--- src/rtl/masked_filter_pkg.sv ---
// Shared definitions for the masked 2D WOS filter command path: command and
// reply byte values, error codes, sequencer states and the default kernel size.
package masked_filter_pkg;

  localparam int unsigned MAX_N_DEF = 7;

  // Command letters received over the UART
  localparam logic [7:0] CMD_H = 8'h68;  // 'h' image height
  localparam logic [7:0] CMD_W = 8'h77;  // 'w' image width
  localparam logic [7:0] CMD_N = 8'h6E;  // 'n' kernel side
  localparam logic [7:0] CMD_R = 8'h72;  // 'r' rank
  localparam logic [7:0] CMD_M = 8'h6D;  // 'm' mask transfer
  localparam logic [7:0] CMD_S = 8'h73;  // 's' start

  // Reply letters sent back over the UART
  localparam logic [7:0] RSP_ACK  = 8'h6B;  // 'k'
  localparam logic [7:0] RSP_ERR  = 8'h65;  // 'e'
  localparam logic [7:0] RSP_DONE = 8'h64;  // 'd'

  typedef enum logic [2:0] {
    ERR_NONE    = 3'd0,
    ERR_UNKNOWN = 3'd1,
    ERR_BAD_ARG = 3'd2,
    ERR_TIMEOUT = 3'd3,
    ERR_BUSY    = 3'd4,
    ERR_START   = 3'd5
  } err_code_e;

  typedef enum logic [2:0] {
    ST_IDLE  = 3'd0,
    ST_ARG   = 3'd1,
    ST_MASK  = 3'd2,
    ST_CHECK = 3'd3,
    ST_RUN   = 3'd4
  } seq_state_e;

endpackage

--- src/rtl/reply_slot.sv ---
// One-entry reply holding register between the sequencer and the UART
// transmitter. A new reply is dropped when the slot is full and the pending
// byte is not being accepted in the same cycle.
//   clk, rst       : clock, synchronous active-high reset
//   push_i         : one-cycle request to queue push_data_i
//   push_data_i    : reply byte to queue
//   tx_ready_i     : transmitter accepts the pending byte
//   tx_valid_o     : a reply byte is pending
//   tx_data_o      : pending reply byte
module reply_slot (
  input  logic       clk,
  input  logic       rst,
  input  logic       push_i,
  input  logic [7:0] push_data_i,
  input  logic       tx_ready_i,
  output logic       tx_valid_o,
  output logic [7:0] tx_data_o
);

  logic       valid_q, valid_d;
  logic [7:0] data_q, data_d;

  // Accept frees the slot; a push refills it only if it is free or draining
  always_comb begin
    valid_d = valid_q;
    data_d  = data_q;
    if (valid_q && tx_ready_i) begin
      valid_d = 1'b0;
    end
    if (push_i && (!valid_q || tx_ready_i)) begin
      valid_d = 1'b1;
      data_d  = push_data_i;
    end
  end

  always_ff @(posedge clk) begin
    if (rst) begin
      valid_q <= 1'b0;
      data_q  <= 8'h00;
    end else begin
      valid_q <= valid_d;
      data_q  <= data_d;
    end
  end

  assign tx_valid_o = valid_q;
  assign tx_data_o  = data_q;

endmodule

--- src/rtl/filter_cmd_sequencer.sv ---
// UART-side command sequencer for the masked 2D WOS filter. Parses the
// one-letter command protocol, holds and validates the filter configuration,
// issues a one-cycle start to the datapath, tracks the run and queues replies.
//   clk, rst                 : clock, synchronous active-high reset
//   rx_valid, rx_data        : received byte strobe and value
//   filter_busy, filter_done : datapath status and completion strobe
//   cfg_height/width/n/rank  : configuration registers
//   cfg_mask                 : kernel mask, bit i = row-major kernel position i
//   start                    : one-cycle start pulse to the datapath
//   err, err_code            : one-cycle error strobe and its code
//   tx_valid, tx_data        : pending reply byte ('k', 'e', 'd')
//   tx_ready                 : transmitter accepts the pending byte
module filter_cmd_sequencer
  import masked_filter_pkg::*;
#(
  parameter int unsigned MAX_N          = MAX_N_DEF,
  parameter int unsigned DIM_W          = 8,
  parameter int unsigned MASK_BYTES     = (MAX_N * MAX_N + 7) / 8,
  parameter int unsigned TIMEOUT_CYCLES = 1000000
) (
  input  logic                     clk,
  input  logic                     rst,
  input  logic                     rx_valid,
  input  logic [7:0]               rx_data,
  input  logic                     filter_busy,
  input  logic                     filter_done,
  output logic [DIM_W-1:0]         cfg_height,
  output logic [DIM_W-1:0]         cfg_width,
  output logic [DIM_W-1:0]         cfg_n,
  output logic [DIM_W-1:0]         cfg_rank,
  output logic [MAX_N*MAX_N-1:0]   cfg_mask,
  output logic                     start,
  output logic                     err,
  output logic [2:0]               err_code,
  output logic                     tx_valid,
  output logic [7:0]               tx_data,
  input  logic                     tx_ready
);

  localparam int unsigned MASK_BITS = MAX_N * MAX_N;
  localparam int unsigned CNT_W     = $clog2(MASK_BITS + 1);
  localparam int unsigned IDX_W     = CNT_W;  // also holds MASK_BITS, the evaluate step
  localparam int unsigned BYTE_W    = $clog2(MASK_BYTES + 1);
  localparam int unsigned SH_W      = BYTE_W + 3;
  localparam int unsigned TO_W      = $clog2(TIMEOUT_CYCLES + 1);
  localparam int unsigned SQ_W      = 2 * DIM_W;
  localparam int unsigned CMP_W     = (DIM_W > CNT_W) ? DIM_W : CNT_W;

  seq_state_e           state_q;
  logic [7:0]           cmd_q;
  logic [DIM_W-1:0]     cfg_height_q, cfg_width_q, cfg_n_q, cfg_rank_q;
  logic [MASK_BITS-1:0] cfg_mask_q;
  logic                 start_q;
  logic                 err_q;
  err_code_e            err_code_q;
  logic                 reply_req_q;
  logic [7:0]           reply_byte_q;
  logic [TO_W-1:0]      to_cnt_q;
  logic [IDX_W-1:0]     idx_q;
  logic [CNT_W-1:0]     cnt_q;
  logic [BYTE_W-1:0]    byte_idx_q;
  logic [BYTE_W-1:0]    mask_len_q;

  logic [SQ_W-1:0]      cfg_sq_c;
  logic [SQ_W-1:0]      cfg_sq_rnd_c;
  logic [BYTE_W-1:0]    mask_len_c;
  logic [SH_W-1:0]      mask_sh_c;
  logic [MASK_BITS-1:0] mask_wr_c;
  logic                 in_kernel_c;
  logic                 start_ok_c;
  logic                 arg_ok_c;
  logic                 timeout_c;
  logic                 unused_busy_c;

  // Completion is tracked through filter_done; busy is informational only
  assign unused_busy_c = filter_busy;

  // Kernel area and mask transfer length, with n=0 still taking one byte
  assign cfg_sq_c     = SQ_W'(cfg_n_q) * SQ_W'(cfg_n_q);
  assign cfg_sq_rnd_c = cfg_sq_c + SQ_W'(7);
  assign mask_len_c   = (cfg_n_q == '0) ? BYTE_W'(1) : BYTE_W'(cfg_sq_rnd_c >> 3);

  // Byte lane merge; bits shifted past the mask width are discarded
  assign mask_sh_c = {byte_idx_q, 3'b000};
  assign mask_wr_c = (cfg_mask_q & ~(MASK_BITS'(8'hFF) << mask_sh_c))
                   | (MASK_BITS'(rx_data) << mask_sh_c);

  assign in_kernel_c = SQ_W'(idx_q) < cfg_sq_c;

  assign start_ok_c = (cfg_height_q >= cfg_n_q) && (cfg_width_q >= cfg_n_q) &&
                      (cfg_n_q != '0) && (cfg_rank_q != '0) &&
                      (CMP_W'(cfg_rank_q) <= CMP_W'(cnt_q));

  assign timeout_c = (to_cnt_q == TO_W'(TIMEOUT_CYCLES - 1));

  // Argument validation for the latched command; rank is checked at start
  always_comb begin
    arg_ok_c = 1'b1;
    case (cmd_q)
      CMD_H, CMD_W: arg_ok_c = (rx_data != 8'h00);
      CMD_N:        arg_ok_c = (rx_data != 8'h00) && rx_data[0] &&
                               (32'(rx_data) <= MAX_N);
      default:      arg_ok_c = 1'b1;
    endcase
  end

  // Command FSM with registered configuration, strobes and reply requests
  always_ff @(posedge clk) begin
    if (rst) begin
      state_q      <= ST_IDLE;
      cmd_q        <= 8'h00;
      cfg_height_q <= '0;
      cfg_width_q  <= '0;
      cfg_n_q      <= '0;
      cfg_rank_q   <= '0;
      cfg_mask_q   <= '0;
      start_q      <= 1'b0;
      err_q        <= 1'b0;
      err_code_q   <= ERR_NONE;
      reply_req_q  <= 1'b0;
      reply_byte_q <= 8'h00;
      to_cnt_q     <= '0;
      idx_q        <= '0;
      cnt_q        <= '0;
      byte_idx_q   <= '0;
      mask_len_q   <= '0;
    end else begin
      start_q     <= 1'b0;
      err_q       <= 1'b0;
      reply_req_q <= 1'b0;

      case (state_q)
        ST_IDLE: begin
          to_cnt_q <= '0;
          if (rx_valid) begin
            case (rx_data)
              CMD_H, CMD_W, CMD_N, CMD_R: begin
                cmd_q   <= rx_data;
                state_q <= ST_ARG;
              end
              CMD_M: begin
                cfg_mask_q <= '0;
                byte_idx_q <= '0;
                mask_len_q <= mask_len_c;
                state_q    <= ST_MASK;
              end
              CMD_S: begin
                idx_q   <= '0;
                cnt_q   <= '0;
                state_q <= ST_CHECK;
              end
              default: begin
                err_q        <= 1'b1;
                err_code_q   <= ERR_UNKNOWN;
                reply_req_q  <= 1'b1;
                reply_byte_q <= RSP_ERR;
              end
            endcase
          end
        end

        ST_ARG: begin
          if (rx_valid) begin
            to_cnt_q    <= '0;
            state_q     <= ST_IDLE;
            reply_req_q <= 1'b1;
            if (arg_ok_c) begin
              reply_byte_q <= RSP_ACK;
              case (cmd_q)
                CMD_H:   cfg_height_q <= DIM_W'(rx_data);
                CMD_W:   cfg_width_q  <= DIM_W'(rx_data);
                CMD_N:   cfg_n_q      <= DIM_W'(rx_data);
                default: cfg_rank_q   <= DIM_W'(rx_data);
              endcase
            end else begin
              reply_byte_q <= RSP_ERR;
              err_q        <= 1'b1;
              err_code_q   <= ERR_BAD_ARG;
            end
          end else if (timeout_c) begin
            to_cnt_q     <= '0;
            state_q      <= ST_IDLE;
            err_q        <= 1'b1;
            err_code_q   <= ERR_TIMEOUT;
            reply_req_q  <= 1'b1;
            reply_byte_q <= RSP_ERR;
          end else begin
            to_cnt_q <= to_cnt_q + 1'b1;
          end
        end

        ST_MASK: begin
          if (rx_valid) begin
            to_cnt_q   <= '0;
            cfg_mask_q <= mask_wr_c;
            if (byte_idx_q == mask_len_q - 1'b1) begin
              state_q      <= ST_IDLE;
              reply_req_q  <= 1'b1;
              reply_byte_q <= RSP_ACK;
            end else begin
              byte_idx_q <= byte_idx_q + 1'b1;
            end
          end else if (timeout_c) begin
            // A partially loaded mask is deliberately left in place
            to_cnt_q     <= '0;
            state_q      <= ST_IDLE;
            err_q        <= 1'b1;
            err_code_q   <= ERR_TIMEOUT;
            reply_req_q  <= 1'b1;
            reply_byte_q <= RSP_ERR;
          end else begin
            to_cnt_q <= to_cnt_q + 1'b1;
          end
        end

        ST_CHECK: begin
          if (rx_valid) begin
            err_q      <= 1'b1;
            err_code_q <= ERR_BUSY;
          end
          // One mask bit per cycle; idx == MASK_BITS is the evaluate step
          if (idx_q == IDX_W'(MASK_BITS)) begin
            reply_req_q <= 1'b1;
            if (start_ok_c) begin
              start_q      <= 1'b1;
              reply_byte_q <= RSP_ACK;
              state_q      <= ST_RUN;
            end else begin
              err_q        <= 1'b1;
              err_code_q   <= ERR_START;
              reply_byte_q <= RSP_ERR;
              state_q      <= ST_IDLE;
            end
          end else begin
            if (cfg_mask_q[idx_q] && in_kernel_c) begin
              cnt_q <= cnt_q + 1'b1;
            end
            idx_q <= idx_q + 1'b1;
          end
        end

        ST_RUN: begin
          if (rx_valid) begin
            err_q      <= 1'b1;
            err_code_q <= ERR_BUSY;
          end
          if (filter_done) begin
            reply_req_q  <= 1'b1;
            reply_byte_q <= RSP_DONE;
            state_q      <= ST_IDLE;
          end
        end

        default: state_q <= ST_IDLE;
      endcase
    end
  end

  reply_slot u_reply_slot (
    .clk         (clk),
    .rst         (rst),
    .push_i      (reply_req_q),
    .push_data_i (reply_byte_q),
    .tx_ready_i  (tx_ready),
    .tx_valid_o  (tx_valid),
    .tx_data_o   (tx_data)
  );

  assign cfg_height = cfg_height_q;
  assign cfg_width  = cfg_width_q;
  assign cfg_n      = cfg_n_q;
  assign cfg_rank   = cfg_rank_q;
  assign cfg_mask   = cfg_mask_q;
  assign start      = start_q;
  assign err        = err_q;
  assign err_code   = err_code_q;

endmodule

--- config.mk ---
export PLATFORM = sky130hd
export DESIGN_NAME = filter_cmd_sequencer
export DESIGN_NICKNAME = d
export VERILOG_FILES = /design/src/rtl/masked_filter_pkg.sv /design/src/rtl/reply_slot.sv /design/src/rtl/filter_cmd_sequencer.sv
export SDC_FILE = /design/constraint.sdc
export NUM_CORES = 1
export LEC_CHECK = 0
export BUFFER_PORTS_ARGS = -buffer_cell sky130_fd_sc_hd__buf_2
export CELL_PAD_IN_SITES_DETAIL_PLACEMENT = 0
export CELL_PAD_IN_SITES_GLOBAL_PLACEMENT = 1
export CORE_MARGIN = 3
export CORE_UTILIZATION = 48
export CTS_BUF_LIST = sky130_fd_sc_hd__clkbuf_16
export CTS_CLUSTER_DIAMETER = 30
export DETAILED_ROUTE_END_ITERATION = 12
export PLACE_DENSITY = 0.95
export SLEW_MARGIN = 30
export SYNTH_ARGS = -nofsm -noshare
export SYNTH_HDL_FRONTEND = slang
export SYNTH_HIERARCHICAL = 1
export SYNTH_SLANG_ARGS = --single-unit
--- constraint.sdc ---
create_clock -name clk -period 10.8 [get_ports clk]
set_input_delay 0.54 -clock clk [delete_from_list [all_inputs] [get_ports clk]]
set_output_delay 0.54 -clock clk [all_outputs]
set_load 0.02 [all_outputs]
Yosys cells after proc, flatten, opt, wreduce, memory -nomap -nowiden
Cells that the tools add are included.
W data, S select, Z words.
- bits in registers: 153
- input bits: 14
- logic and storage cells: 183
- $add $sub $neg: 6
- $mul: 1
- order comparisons: 6
- equal/unequal tests: 30
- shift operators: 2
- muxes and demuxes: 73
- bitwise logic cells: 6
- reductions and logical operators: 40
- operators with widths (kind ; number):
    $mux W49 ; 3
    $pmux W49 S2 ; 1
    $eq A8 B7 Y1 const B ; 9
    $mux W3 ; 22
    $mux W8 ; 8
    $and A49 B49 Y49 ; 1
    $not A49 Y49 ; 1
    $or A49 B49 Y49 ; 1
    $shl A8 B6 Y49 ; 1
    $shl A8 B6 Y49 const A ; 1
    $mux W20 ; 2
    $pmux W20 S2 ; 1
    $pmux W8 S5 ; 1
    $mux W6 ; 5
    $pmux W3 S5 ; 2
    $pmux W6 S2 ; 2
    $reduce_and A4 Y1 ; 6
    $reduce_bool A8 Y1 ; 3
    $add A20 B1 Y20 const B ; 1
    $eq A20 B20 Y1 const B ; 1
    $reduce_and A5 Y1 ; 4
    $mux W1 ; 18
    $ne A2 B2 Y1 const B ; 9
    $ge A8 B8 Y1 ; 2
    37 further kinds ; 59

Depth between registers and ports, before layout
Gate-level depths: netlist (run 1).
- word-level depth: 8
- gate-level depth with buffers: 22
- mapped depth without buffers: 19

Modules after synthesis
The synthesis (run 1) kept the hierarchy.
- modules (own cells, without submodules) (module ; instances ; cells each ; area each (µm²)):
    filter_cmd_sequencer ; 1 ; 1055 ; 8967.4
    reply_slot ; 1 ; 39 ; 406.6

Least setup slack after synthesis (run 1)
OpenSTA, ideal clock, no wires.
- kind: reg-to-reg
- start: register cfg_n_q[2] (netlist: cfg_n[2])
- end: register cnt_q[5]
- data arrival time: 5.406 ns
- path slack: 5.303 ns
- stages on the path, launching flop included: 21
- buffers on the path: 3
- period minus slack after synthesis: 5.497 ns
- cells stage by stage: dfxtp_1 -> clkbuf_1 -> inv_1 -> nor2_1 -> fa_1 -> fa_1 -> inv_1 -> fa_1 -> fa_1 -> inv_1 -> ha_1 -> clkbuf_2 -> o2111ai_2 -> a21oi_1 -> o21bai_1 -> nor4b_1 -> or4_1 -> or2_1 -> buf_6 -> a31o_1 -> a311oi_1
- word-level cells in the longest chain between the ends: 5
- RTL lines (item ; line ; RTL):
    start, declared ; filter_cmd_sequencer.sv:51 ; logic [DIM_W-1:0] cfg_height_q, cfg_width_q, cfg_n_q, cfg_rank_q;
    start signal, assigned ; filter_cmd_sequencer.sv:172 ; CMD_N: cfg_n_q <= DIM_W'(rx_data);
    $mul A8 B8 Y16 ; filter_cmd_sequencer.sv:79 ; assign cfg_sq_c = SQ_W'(cfg_n_q) * SQ_W'(cfg_n_q);
    $lt A6 B16 Y1 ; filter_cmd_sequencer.sv:88 ; assign in_kernel_c = SQ_W'(idx_q) < cfg_sq_c;
    $logic_and A1 B1 Y1 ; filter_cmd_sequencer.sv:235 ; if (cfg_mask_q[idx_q] && in_kernel_c) begin
    $ne A2 B2 Y1 (no line) ; n/a ;
    $reduce_and A5 Y1 (no line) ; n/a ;
    end signal, assigned ; filter_cmd_sequencer.sv:236 ; cnt_q <= cnt_q + 1'b1;
    end, declared ; filter_cmd_sequencer.sv:60 ; logic [CNT_W-1:0] cnt_q;
Every way passes these cells.
A chain may end at the register's enable or synchronous reset.

Worst setup path after layout (run 1)
- start: register cfg_n_q[1] (netlist: cfg_n[1])
- end: register cnt_q[5]
The elaborated chain is that of the path after synthesis.

==> reports/qor.yml, run 1 <==
antenna_found_initial: 1
clkLatencyLatePin_ns: 0.43
gp_congestion: 0.904
synthesis.instances: 1094
synth-seq-cells: 153
drtPass1Iterations: 5
final_cell_mix: "nor2_1 (186), dfxtp_1 (152), buf_2 (106)"
hold_end: "reply_byte_q[6]$_SDFFE_PP0P_"
period_minus_slack_ns: 5.93
synth_enable_flop_cells: 0
cts_buffers: 17
cts_sinks: 153
critPathLaunch: "cfg_n[1]$_SDFFE_PP0P_"
holdWs_ns: 0.446
ys_warn_count: 6
fin_area_um2: 10600
stdcell_count: 1446
placed_cells: 1413
seq_area_frac_synth: 0.327
final_nets: 1276
synth_top_area_share: 0.327
fmax_mhz: 169
synth_area_leaders: "dfxtp_1 (33%), ha_1 (8.7%), nor2_1 (7.4%)"
cts_root_buf: "clkbuf_16"
reg2reg_to: "cnt_q[5]$_SDFFE_PP0P_"
drv_slew: 0
powerDensity_nw_per_um2: 110
slew_headroom: 0.399
vias: 8151
drv_cap: 0
clock_power_share: 0.473
first_global_vias: 7935
die_area_um2: 21200
hold_viol: 0
worst_pin_slew_ns: 0.895
port_buffers: 107
p_int_w: 0.000878
final_layout_size_suffix_gt1_frac: 0.154
clk_pin_slew_ns: 0.07
cts_tree: "yes"
syn_nets: 1198
initialDrtViolationCount: 649
route.detailed.drc: 0
wl_mm: 24.6
required_ns: 11.13
post_cts_resize_count: 0
met2RoutedLength_mm: 11.5
path_class: "reg -> reg"
htree_levels: 4
ys_types: 79
finalCritPeriodShare: 0.549
synth-async-reset-ratio: 0
r2r_setup_slack_ns: 4.87
vias_per_cell: 5.64
clk_path_buf_depth: 2
initial_core_util: 0.495
ios: 109
detail-route-antenna-nets: 0
status: "complete, no violations"
grt.total_usage: 0.232
gr-total-overflow: 0
die_x_um: 146
setup_viol: 0
place_area_um2: 10000
p_sw_frac: 0.248
rsz0062_at_grt: "false"
highest_layer: "met4"
startpoint_type: "flop"
cts_hold_buf: 0
synth.avg_cell_area_um2: 8.57
avgRoutedWirePerCell_um: 17.0
hold_start: "reply_byte_q[6]$_SDFFE_PP0P_"
reg2reg_depth: 17
syn2layout_area_growth_pct: 13.1
wl_met1_mm: 11.1
switchingPower_w: 0.000290
path_max_fanout: 10
regToRegStartpoint: "cfg_n[1]$_SDFFE_PP0P_"
yosysTopAreaCell: "dfxtp_1"
hold-path-cell-count: 2
comb_power_share: 0.038
synth_ff_type: "dfxtp_1"
core_area_um2: 19000
holdCritPathClass: "reg -> reg"
met3_length_mm: 1.65
grt_max_degree: 83
fin_skew_ns: 0.00798
fin_setup_tns_ns: 0
leakage_nw: 4.45
grt_pass1_wl_mm: 40.7
endpoint_kind: "flop"
seq_power_share: 0.489
syn_area_um2: 9370
die_h_um: 146
peakVddDrop_uv: 113
dp_hpwl_mm: 17.5
critical_path_arrival_ns: 6.27
final_common_cell: "nor2_1"
cts_setup_buffers: 0
num_rows: 50
## cells by family after synthesis
| kind of cell | share of synthesized area |
|---|---|
| AND/OR/NAND/NOR | 0.224 |
| AO/OA/AOI/OAI | 0.149 |
| flip-flops | 0.327 |
| buffers and inverters | 0.0514 |
| adder cells (fa/ha/maj) | 0.141 |
| multiplexers | 0.0805 |
| XOR/XNOR | 0.0271 |
## layout make-up
cell class / instances / area [um2]
Antenna cell: 1 / 2.50
Tap cell: 260 / 325
Fill cell: 1746 / 8360
Clock inverter: 15 / 123
Sequential cell: 153 / 3060
Inverter: 69 / 259
Multi-Input combinational cell: 822 / 5850
Timing Repair Buffer: 109 / 553
Clock buffer: 17 / 425
## cells in the mapped netlist (4+ instances only)
cell type	number
and2_1	11
mux4_2	13
inv_1	64
buf_6	4
o21a_1	6
a22oi_1	48
nor4_1	6
nand2b_1	30
and3_1	16
xnor2_1	12
o21ai_0	30
a21o_1	9
or4_1	6
a21oi_1	65
a311oi_1	4
clkbuf_1	42
nand3b_1	5
dfxtp_1	153
a31oi_1	4
ha_1	65
fa_1	25
nand4b_1	5
mux2i_1	45
clkinv_1	4
or2_2	5
nor2b_1	7
nor3b_1	6
xor2_1	17
nor2_1	186
nand2_1	67
nand3_1	24
nor3_1	32
nand4_1	11
o211ai_1	6
## flip-flops by register name (all words and copies together), names as in the netlist, 3 cells and up
name,flops
cfg_mask,49
to_cnt_q,20
cfg_height,8
cfg_n,8
cfg_rank,8
cfg_width,8
cmd_q,8
reply_byte_q,8
u_reply_slot/tx_data_o,8
cnt_q,6
idx_q,6
byte_idx_q,3
err_code,3
mask_len_q,3
state_q,3
## power groups by stage
stage                     clock network (W)   logic, W  registers (W)
after detailed placement                  0  0.0000437       0.000584
after floorplan                           0  0.0000283       0.000585
after global placement                    0  0.0000436       0.000584
after global routing               0.000580  0.0000481       0.000571
final                              0.000552  0.0000447       0.000571
after CTS                          0.000558  0.0000440       0.000571
## how the worst max path moves through the flow
stage / slack [ns] / to / cells past startpoint
after floorplan: 5.30 / cnt_q[5]$_SDFFE_PP0P_ / 20
after global placement: 4.98 / cnt_q[5]$_SDFFE_PP0P_ / 17
after detailed placement: 4.93 / cnt_q[5]$_SDFFE_PP0P_ / 19
after CTS: 4.89 / cnt_q[5]$_SDFFE_PP0P_ / 17
after global routing: 4.38 / cnt_q[5]$_SDFFE_PP0P_ / 19
final: 4.87 / cnt_q[5]$_SDFFE_PP0P_ / 17
## per-stage QoR
stage	power, W	worst slack [ns]	utilization
after floorplan	0.000613	5.30	-
after global placement	0.000627	4.98	0.529
after detailed placement	0.000627	4.93	0.530
after CTS	0.00117	4.89	0.559
after global routing	0.00120	4.38	0.559
final	0.00117	4.87	0.559
## layer usage
layer	track usage	vias up
li1	-	4002
met1	0.312	3884
met2	0.381	239
met3	0.0458	26
met4	0.0665	0
met5	0	-
## critical path: stages, from the launching register on
cell and delay [ns]:
dfxtp_1 0.51, clkinv_1 0.39, nor2_1 0.35, fa_1 0.47
fa_1 0.55, inv_1 0.06, fa_1 0.50, fa_1 0.55
inv_1 0.04, ha_1 0.42, o2111ai_2 0.19, a21oi_1 0.19
o21bai_1 0.10, nor4b_1 0.16, or4_1 0.53, or2_1 0.34
a31o_1 0.26, a311oi_1 0.24
Note: power is estimated with default switching activity, not from simulation.
==> run 2: changes to the inputs <==
--- a/config.mk
+++ b/config.mk
@@ -9,11 +9,11 @@
 export CELL_PAD_IN_SITES_DETAIL_PLACEMENT = 0
 export CELL_PAD_IN_SITES_GLOBAL_PLACEMENT = 1
 export CORE_MARGIN = 3
-export CORE_UTILIZATION = 48
+export CORE_UTILIZATION = 45
 export CTS_BUF_LIST = sky130_fd_sc_hd__clkbuf_16
 export CTS_CLUSTER_DIAMETER = 30
 export DETAILED_ROUTE_END_ITERATION = 12
-export PLACE_DENSITY = 0.95
+export PLACE_DENSITY = 0.92
 export SLEW_MARGIN = 30
 export SYNTH_ARGS = -nofsm -noshare
 export SYNTH_HDL_FRONTEND = slang
==> constraint.sdc (replaced) <==
create_clock -name clk -period 6.2 [get_ports clk]
set_input_delay 0.31 -clock clk [delete_from_list [all_inputs] [get_ports clk]]
set_output_delay 0.31 -clock clk [all_outputs]
set_load 0.02 [all_outputs]
==> reports/qor.yml, run 2 (synthesis results as in run 1) <==
die_h_um: 150
grt_pass1_wl_mm: 40.4
startpoint_type: "flop"
powerDensity_nw_per_um2: 200
initial_core_util: 0.460
crit_buf_inv: 3
drv_slew: 0
status: "complete, no violations"
cts_buffers: 17
final_nets: 1283
final_core_util: 0.526
fin_skew_ns: 0.00753
hold_end: "u_reply_slot/tx_valid_o$_SDFFE_PP0P_"
clk_pin_slew_ns: 0.07
crit_path_cell_trace: "clkinv_1 > nor2_1 > fa_1 > fa_1 > inv_1 > fa_1 > fa_1 > inv_1 > ha_1 > o2111ai_2 > a21oi_1 > o21bai_1 > nor4b_1 > or4_1 > or2_1 > a31o_1 > a311oi_1"
endpoint_kind: "flop"
first_global_vias: 7941
diodes: 0
cts_tree: "yes"
reg2reg_to: "cnt_q[5]$_SDFFE_PP0P_"
cts_root_buf: "clkbuf_16"
critical_path_arrival_ns: 6.14
detail-route-antenna-nets: 0
final_layout_size_suffix_gt1_frac: 0.158
period_minus_slack_ns: 5.80
drtPass1Iterations: 5
regToRegStartpoint: "cfg_n[1]$_SDFFE_PP0P_"
path_class: "reg -> reg"
met3_length_mm: 1.52
path_max_fanout: 10
drv_cap: 0
r2r_setup_slack_ns: 0.40
finalCritPeriodShare: 0.935
route.detailed.drc: 0
highest_layer: "met4"
peakVddDrop_uv: 165
wl_met1_mm: 11.3
gp_congestion: 0.865
core_area_um2: 20400
largest_reg_flops: 49
holdCritPathClass: "in -> reg"
fin_setup_tns_ns: 0
hold_start: "tx_ready"
htree_levels: 4
die_x_um: 150
met2RoutedLength_mm: 11.7
crit_slowest_cell: "or4_1"
ios: 109
cp_top_family: "adder cells"
slew_headroom: 0.336
wl_mm: 24.9
grt.total_usage: 0.223
grt_max_degree: 78
final_cell_mix: "nor2_1 (185), dfxtp_1 (153), buf_2 (106)"
dp_hpwl_mm: 17.8
required_ns: 6.54
crit_path_max_incr_delay_ns: 0.56
antenna_found_initial: 0
leakage_nw: 4.53
cp_common_cell: "fa_1"
hold_viol: 0
die_area_um2: 22600
worst_pin_slew_ns: 0.993
setup_viol: 0
vias: 8271
fmax_mhz: 173
port_buffers: 107
final_common_cell: "nor2_1"
vias_per_cell: 5.66
cts_setup_buffers: 0
num_rows: 52
cts_sinks: 153
reg2reg_depth: 17
syn2layout_area_growth_pct: 14.3
rsz0062_at_grt: "false"
hold-path-cell-count: 4
initialDrtViolationCount: 493
clkLatencyLatePin_ns: 0.43
clk_path_buf_depth: 2
gr-total-overflow: 0
avgRoutedWirePerCell_um: 17.0
[run 2: through the flow]
stage	total power (W)	hold WS [ns]	cells	worst slack (ns)	instance area (um2)
2_1_floorplan	0.00107	0.426	1094	0.703	9370
3_3_place_gp	0.00109	0.434	1430	0.527	10100
3_5_place_dp	0.00109	0.439	1430	0.416	10100
4_1_cts	0.00216	0.206	1462	0.389	10700
5_1_grt	0.00221	0.229	1462	0.0160	10700
6_report	0.00214	0.219	1462	0.404	10700
[run 2: cell type report]
class | instances | area, um2
fillers | 1900 | 9650
multi-input cells | 822 | 5840
flip-flops and latches | 153 | 3060
repair buffers | 116 | 606
clock buffers | 17 | 425
well taps | 270 | 338
inverters | 69 | 259
clock inverters | 15 | 176
[run 2: worst max path at each step]
stage | from | slack [ns] | endpoint | depth (start not counted)
2_1_floorplan | cfg_n[2]$_SDFFE_PP0P_ | 0.70 | cnt_q[5]$_SDFFE_PP0P_ | 20
3_3_place_gp | cfg_n[1]$_SDFFE_PP0P_ | 0.53 | cnt_q[5]$_SDFFE_PP0P_ | 17
3_5_place_dp | cfg_n[1]$_SDFFE_PP0P_ | 0.42 | cnt_q[5]$_SDFFE_PP0P_ | 19
4_1_cts | cfg_n[1]$_SDFFE_PP0P_ | 0.39 | cnt_q[5]$_SDFFE_PP0P_ | 19
5_1_grt | cfg_n[1]$_SDFFE_PP0P_ | 0.02 | cnt_q[5]$_SDFFE_PP0P_ | 19
6_report | cfg_n[1]$_SDFFE_PP0P_ | 0.40 | cnt_q[5]$_SDFFE_PP0P_ | 17
[run 2: power breakdown]
part	internal [W]	total (W)	leakage [nW]	switching, W
logic	0.0000206	0.0000788	2.99	0.0000582
clock network	0.000610	0.00107	0.296	0.000460
registers	0.000989	0.000994	1.23	0.00000498
[run 2: what timing repair did]
| item | in CTS | in global routing |
|---|---|---|
| gates resized for setup | 0 | 1 |
| hold buffers | 0 | 0 |
| endpoints found under the setup margin | 0 | 2 |
[run 2: worst min-delay path, cell delays in order]
cell	delay (ns)
buf_2	0.10
inv_1	0.07
a21oi_1	0.07
nor2_1	0.07
[run 2: per-layer routing]
layer  track usage  up-vias
li1              -     4013
met1         0.302     3995
met2         0.355      233
met3        0.0506       30
met4        0.0682        0
met5             0        -
==> run 3: changes to the inputs <==
--- a/config.mk
+++ b/config.mk
@@ -8,6 +8,7 @@
 export BUFFER_PORTS_ARGS = -buffer_cell sky130_fd_sc_hd__buf_2
 export CELL_PAD_IN_SITES_DETAIL_PLACEMENT = 0
 export CELL_PAD_IN_SITES_GLOBAL_PLACEMENT = 1
+export CORE_ASPECT_RATIO = 1.1
 export CORE_MARGIN = 3
 export CORE_UTILIZATION = 45
 export CTS_BUF_LIST = sky130_fd_sc_hd__clkbuf_16
==> reports/qor.yml, run 3 (synthesis results as in run 1) <==
gr-total-overflow: 0
first_global_vias: 8087
hold_viol: 0
period_minus_slack_ns: 5.71
num_rows: 54
cts_buffers: 17
stdcell_count: 1446
clk_pin_slew_ns: 0.06
vias: 8299
final_common_cell: "nor2_1"
final_nets: 1283
cts_tree: "yes"
die_area_um2: 22600
worst_pin_slew_ns: 0.954
dp_hpwl_mm: 18.1
final_cell_mix: "nor2_1 (185), dfxtp_1 (153), buf_2 (106)"
holdCritPathClass: "in -> reg"
report.power.total_w: 0.00205
ios: 109
initialDrtViolationCount: 468
fin_setup_tns_ns: 0
route.detailed.drc: 0
detail-route-antenna-nets: 0
gp_congestion: 0.870
syn2layout_area_growth_pct: 13.5
leakage_nw: 4.49
grt_pass1_wl_mm: 41.0
clk_path_buf_depth: 2
cts_sinks: 153
rsz0062_at_grt: "false"
drv_slew: 0
antenna_found_initial: 2
slew_headroom: 0.361
critical_path_arrival_ns: 6.04
grt.total_usage: 0.225
largest_reg_flops: 49
required_ns: 6.53
path_class: "reg -> reg"
avgRoutedWirePerCell_um: 17.4
peakVddDrop_uv: 167
fmax_mhz: 175
final_core_util: 0.529
clkLatencyLatePin_ns: 0.43
htree_levels: 4
status: "complete, no violations"
cts_root_buf: "clkbuf_16"
fin_skew_ns: 0.00835
core_area_um2: 20100
finalCritPeriodShare: 0.921
grt_max_degree: 80
setup_viol: 0
initial_core_util: 0.466
die_h_um: 157
startpoint_type: "flop"
vias_per_cell: 5.74
drv_cap: 0
drtPass1Iterations: 4
final_layout_size_suffix_gt1_frac: 0.155
port_buffers: 107
powerDensity_nw_per_um2: 193
holdWs_ns: 0.217
wl_mm: 25.1
die_x_um: 144
path_max_fanout: 8
endpoint_kind: "flop"
placed_cells: 1412
nFillCells: 1922
-- run 3: cell types whose count changed in the layout (fill, tap and decap cells not counted), moves of 2 or more --
cell and delta:
inv_6 -4, clkinv_4 +2, clkinvlp_4 +3, clkinv_1 +2
diode_2 +2, inv_8 -3
-- run 3: layout make-up --
class / count / area (um2) / area share
well taps: 252 / 315 / 0.0296
multi-input cells: 822 / 5840 / 0.549
flip-flops and latches: 153 / 3060 / 0.288
inverters: 69 / 259 / 0.0243
clock buffers: 17 / 425 / 0.0400
repair buffers: 116 / 606 / 0.0569
diodes: 2 / 5.00 / 0.000470
clock inverters: 15 / 129 / 0.0121
-- run 3: report_power, final --
group	internal [W]	leakage [nW]	switching [W]
Sequential	0.000990	1.23	0.00000549
Combinational	0.0000206	3.00	0.0000576
Clock	0.000551	0.263	0.000428
Total	0.00156	4.49	0.000491
-- run 3: repair_timing --
item	CTS	global route
gates resized for setup	0	1
hold buffers	0	0
setup endpoints to repair	0	1
buffers inserted	0	0
-- run 3: final timing paths --
path	depth (start not counted)	endpoint	from	slack, ns
worst max-delay path	19	cnt_q[5]$_SDFFE_PP0P_	cfg_n[6]$_SDFFE_PP0P_	0.49
worst min-delay path	4	u_reply_slot/tx_valid_o$_SDFFE_PP0P_	tx_ready	0.22
worst max register to register	19	cnt_q[5]$_SDFFE_PP0P_	cfg_n[6]$_SDFFE_PP0P_	0.49
worst min register to register	2	reply_byte_q[5]$_SDFFE_PP0P_	reply_byte_q[5]$_SDFFE_PP0P_	0.45
-- run 3: layer usage --
metal,global-route usage,share of wire
met4,0.0758,0.025
met5,0,0
met1,0.297,0.44
met3,0.0377,0.049
met2,0.375,0.48
-- run 3: through the flow --
step	area (um2)	setup WS, ns
after floorplan	9370	0.703
after global placement	10100	0.640
after detailed placement	10100	0.491
after CTS	10600	0.419
after global routing	10600	0.0483
final	10600	0.492
-- run 3: critical path, cell delays in order (launching register included) --
cell and delay, ns:
dfxtp_1 0.46, clkinv_1 0.26, nor2_1 0.33, fa_1 0.49, xor2_1 0.18, xnor2_1 0.15, fa_1 0.54, inv_1 0.05
fa_1 0.53, inv_1 0.04, ha_1 0.35, a21o_2 0.25, a21oi_1 0.18, a21oi_1 0.10, o21bai_1 0.17, nor2_1 0.06
or4_1 0.59, or2_1 0.35, a31o_1 0.26, a311oi_1 0.27
